[src/rtl/alu_exec_stage.sv]
// alu_exec_stage: registered ALU execute stage with valid/ready output and a main+skid buffer
module alu_exec_stage #(
  parameter int WIDTH = 32
) (
  input  logic             clk,
  input  logic             reset,
  input  logic             in_valid,
  output logic             in_ready,
  input  logic [3:0]       in_alu_control,
  input  logic [WIDTH-1:0] in_a,
  input  logic [WIDTH-1:0] in_b,
  output logic             out_valid,
  input  logic             out_ready,
  output logic [WIDTH-1:0] out_result,
  output logic             out_zero,
  output logic             out_ovf,
  output logic             out_illegal
);
  localparam int EW = WIDTH + 3;
  logic [WIDTH-1:0] sum, diff, res;
  logic             slt, legal, ovf, accept, main_take;
  logic [EW-1:0]    new_e, main_q, main_d, skid_q, skid_d;
  logic             main_v_q, main_v_d, skid_v_q, skid_v_d, in_ready_q, in_ready_d;
  always_comb begin
    sum    = in_a + in_b;
    diff   = in_a - in_b;
    slt    = $signed(in_a) < $signed(in_b);
    legal  = in_alu_control inside {4'b0000, 4'b0001, 4'b0010, 4'b0110, 4'b0111};
    res    = in_alu_control == 4'b0000 ? in_a & in_b :
             in_alu_control == 4'b0001 ? in_a | in_b :
             in_alu_control == 4'b0010 ? sum :
             in_alu_control == 4'b0110 ? diff :
             in_alu_control == 4'b0111 ? {{(WIDTH-1){1'b0}}, slt} : '0;
    ovf    = in_alu_control == 4'b0010 ? (in_a[WIDTH-1] == in_b[WIDTH-1] && sum[WIDTH-1] != in_a[WIDTH-1]) :
             in_alu_control == 4'b0110 ? (in_a[WIDTH-1] != in_b[WIDTH-1] && diff[WIDTH-1] != in_a[WIDTH-1]) : 1'b0;
    new_e  = {!legal, ovf, res == '0, res};
  end
  always_comb begin
    accept     = in_valid && in_ready_q;
    main_take  = !main_v_q || out_ready;
    main_v_d   = main_take ? (skid_v_q || accept) : main_v_q;
    main_d     = main_take ? (skid_v_q ? skid_q : accept ? new_e : main_q) : main_q;
    skid_v_d   = main_take ? 1'b0 : (skid_v_q || accept);
    skid_d     = (!main_take && accept) ? new_e : skid_q;
    in_ready_d = !skid_v_d;
  end
  always_ff @(posedge clk) begin
    if (reset) begin
      main_v_q   <= 1'b0;
      skid_v_q   <= 1'b0;
      main_q     <= '0;
      skid_q     <= '0;
      in_ready_q <= 1'b0;
    end else begin
      main_v_q   <= main_v_d;
      skid_v_q   <= skid_v_d;
      main_q     <= main_d;
      skid_q     <= skid_d;
      in_ready_q <= in_ready_d;
    end
  end
  assign in_ready    = in_ready_q;
  assign out_valid   = main_v_q;
  assign out_result  = main_q[WIDTH-1:0];
  assign out_zero    = main_q[WIDTH];
  assign out_ovf     = main_q[WIDTH+1];
  assign out_illegal = main_q[WIDTH+2];
endmodule

[config.mk]
export PLATFORM = sky130hd
export DESIGN_NAME = alu_exec_stage
export DESIGN_NICKNAME = d
export VERILOG_FILES = /design/src/rtl/alu_exec_stage.sv
export SDC_FILE = /design/constraint.sdc
export NUM_CORES = 1
export LEC_CHECK = 0
export BUFFER_PORTS_ARGS = -buffer_cell sky130_fd_sc_hd__buf_4
export CAP_MARGIN = 20
export CORE_MARGIN = 8
export CORE_UTILIZATION = 65
export DETAILED_ROUTE_END_ITERATION = 8
export GPL_TIMING_DRIVEN = 0
export HOLD_SLACK_MARGIN = 0.03
export PLACE_DENSITY = 0.94
export SLEW_MARGIN = 10
export SYNTH_ARGS = -nofsm -noshare
export SYNTH_HDL_FRONTEND = slang
export SYNTH_SLANG_ARGS = --single-unit
[constraint.sdc]
create_clock -name clk -period 9.05 [get_ports clk]
set_clock_uncertainty 0.05 [all_clocks]
set_input_delay 1.3575 -clock clk [delete_from_list [all_inputs] [get_ports clk]]
set_output_delay 1.3575 -clock clk [all_outputs]
set_load 0.01 [all_outputs]
==> metrics <==
outcome=complete, no violations; Final ANT Viol Nets=0; Num CTS Buffers=9; most frequent cells in the layout=nand2_1 (132), nor2_1 (125), a21oi_1 (119); Setup Viol. Count Final=0; quantity of hold-fixing buffers added after cts=0; clk slew on worst S/H paths=60 ps; minimum clock period=5430 ps; initial antenna violation count=0; endpoints failing hold=0; share of cells above drive strength 1=12.6%; Worst slew margin=24.0%; worst min-delay path category=flip-flop to flip-flop; synthesized cell area=8400 sq um; Starting DRT DRC Count=1501; GRT Total Usage=37.4%; crit path DAT=5620 ps; per-cell routed wire length=21.5 um; Crit path required time=9250 ps; worst path cell trace=buf_4 -> inv_1 -> ha_1 -> buf_6 -> or4_4 -> or3_1 -> a211oi_2 -> nor3b_1 -> a211oi_1 -> nor3_1 -> o211ai_1 -> o2111ai_1 -> nor4_1 -> nand4b_1 -> o31ai_2; row count=41; DRC errors left=0; PD cells=121 nW/um^2; Post-DP Area=9430 sq um; CP peak stage delay=640 ps; first-pass GRT wire length=50300 um; post-route cell area=9730 sq um; antenna diode count=0; Die X=130 um; Routed WL=32000 um; Final Power=1180 uW; Ports=109; LEAKAGE=0.00417 uW; clk buf depth=2; CTS tree=built; Starting Density=66.6%; CP max stage cell=o211ai_1; Setup Crit Path Kind=primary input to flip-flop; post-CTS setup buffers=0; most frequently used flop master after synthesis=dfxtp_1; critical path endpoint category=flip-flop; routed via count=10.2k; RD Place Congestion=1.04; setup total negative slack=0 ps; Cells after Synth=1193; register area share after synthesis=17.4%; Filler cells=906; commonest non-fill, non-tap cell in the layout=nand2_1; Max Freq=184 MHz; worst skew pair latency=340 ps; Clock Sinks=73; post-CTS sizing=0; Final Core Density=77.1%; router iterations before antenna repair=7; maxcap violations=0; Final nets=1482; period utilisation layout=59.9%; Ys Warns=0; PortBufs=107; RSZ-0062 raised after global routing=no; worst-margin pin slew=1110 ps; vias in the first global route=9541; overflow left after global routing=0; CP max FO=10; Post-synth EDFFs=0; drt via density=6.85; largest net degree at the start of global routing=13; clock root buffer=clkbuf_16; peak supply drop=0.107 mV; H-tree levels=3; DIE AREA=16800 sq um; hpwl dp=24400 um; syn nets=1363; startpoint types=primary input; Post-Syn Area per Cell=7.04 sq um; asr flop ratio synth=0%; pins over their slew limit=0; library cells used by synthesis=76; Die Height=130 um; Area growth syn-to-layout=15.8%; flops & latches, synth=73; CORE AREA=12600 sq um
path summary, 6_finish.rpt:
path / from / to / slack [ps] / cells after the start
setup reg to reg: skid_v_q$_SDFF_PP0_ / main_q[15]$_SDFFE_PP0P_ / 6740 / 7
hold reg to reg: main_q[8]$_SDFFE_PP0P_ / main_q[8]$_SDFFE_PP0P_ / 400 / 2
hold / removal: main_q[8]$_SDFFE_PP0P_ / main_q[8]$_SDFFE_PP0P_ / 400 / 2
setup / recovery: in_a[12] / skid_q[32]$_SDFFE_PP0P_ / 3620 / 15
routing by layer:
| layer | global-route usage (%) | part of all wire [%] | vias to the layer above | routed length (um) |
|---|---|---|---|---|
| met4 | 18.0 | 4.9 | 0 | 1580 |
| met3 | 9.16 | 14 | 153 | 4480 |
| met1 | 46.2 | 37 | 4657 | 11800 |
| met2 | 59.9 | 44 | 897 | 14100 |
| li1 | - | - | 4497 | - |
| met5 | 0 | 0 | - | 0 |
cells in the mapped netlist, types with 8 or more instances:
master | instances | area (sq um)
nand2_1 | 132 | 495
nor2_1 | 125 | 469
a21oi_1 | 119 | 596
inv_1 | 107 | 402
ha_1 | 96 | 1200
dfxtp_1 | 73 | 1460
clkbuf_1 | 53 | 199
o21ai_0 | 52 | 260
a211oi_1 | 47 | 353
o211ai_1 | 29 | 218
mux2i_1 | 23 | 230
o31ai_1 | 21 | 158
nand3_1 | 20 | 100
xnor2_1 | 20 | 175
nor3_1 | 19 | 95.1
nand2b_1 | 18 | 113
nand4_1 | 14 | 87.6
nor2b_1 | 13 | 81.3
a21o_1 | 11 | 82.6
nor4_1 | 11 | 68.8
or3_1 | 10 | 62.6
a221oi_1 | 9 | 78.8
a22oi_1 | 9 | 67.6
a31oi_1 | 9 | 56.3
o21a_1 | 8 | 60.1
o21bai_1 | 8 | 60.1
or2_2 | 8 | 50.1
power breakdown:
part | internal, uW | switching, uW | total [uW] | leakage (uW)
combinational | 173 | 309 | 482 | 0.00344
clock | 220 | 137 | 357 | 0.000142
sequential | 331 | 5.62 | 337 | 0.000592
final cells by class:
cell class | instances | area [sq um] | share of cell area, %
flip-flops and latches | 73 | 1460 | 15.0
clock inverters | 5 | 55.1 | 0.566
clock buffers | 11 | 243 | 2.49
multi-input cells | 934 | 6150 | 63.3
plain buffers | 78 | 384 | 3.95
well taps | 172 | 215 | 2.21
repair buffers | 108 | 811 | 8.33
inverters | 108 | 405 | 4.17
metrics by stage:
stage,hold WS (ps),instances,setup slack (ps)
after floorplan,386,1193,4540
after global placement,388,1472,3570
after detailed placement,395,1473,3540
after CTS,404,1489,3820
after global routing,426,1489,3470
final,402,1489,3620
cell families after synthesis:
logic type | share of synthesized area, %
compound gates | 31.2
xor+xnor | 2.29
fa+ha+maj | 14.8
buf+inv | 9.40
flops | 17.4
mux | 2.87
simple gates | 22.1
state kept, by name (all words and copies together), names as in the netlist:
name / cells
main_q: 35
skid_q: 35
in_ready: 1
out_valid: 1
skid_v_q: 1
critical path: cells and delay by family:
kind                     cells  cell delay, ps
AO/OA/AOI/OAI                5            1890
adder cells (fa/ha/maj)      1             290
buffers and inverters        3             280
AND/OR/NAND/NOR              6            1810
No activity file was read; power rests on OpenSTA's default activity.
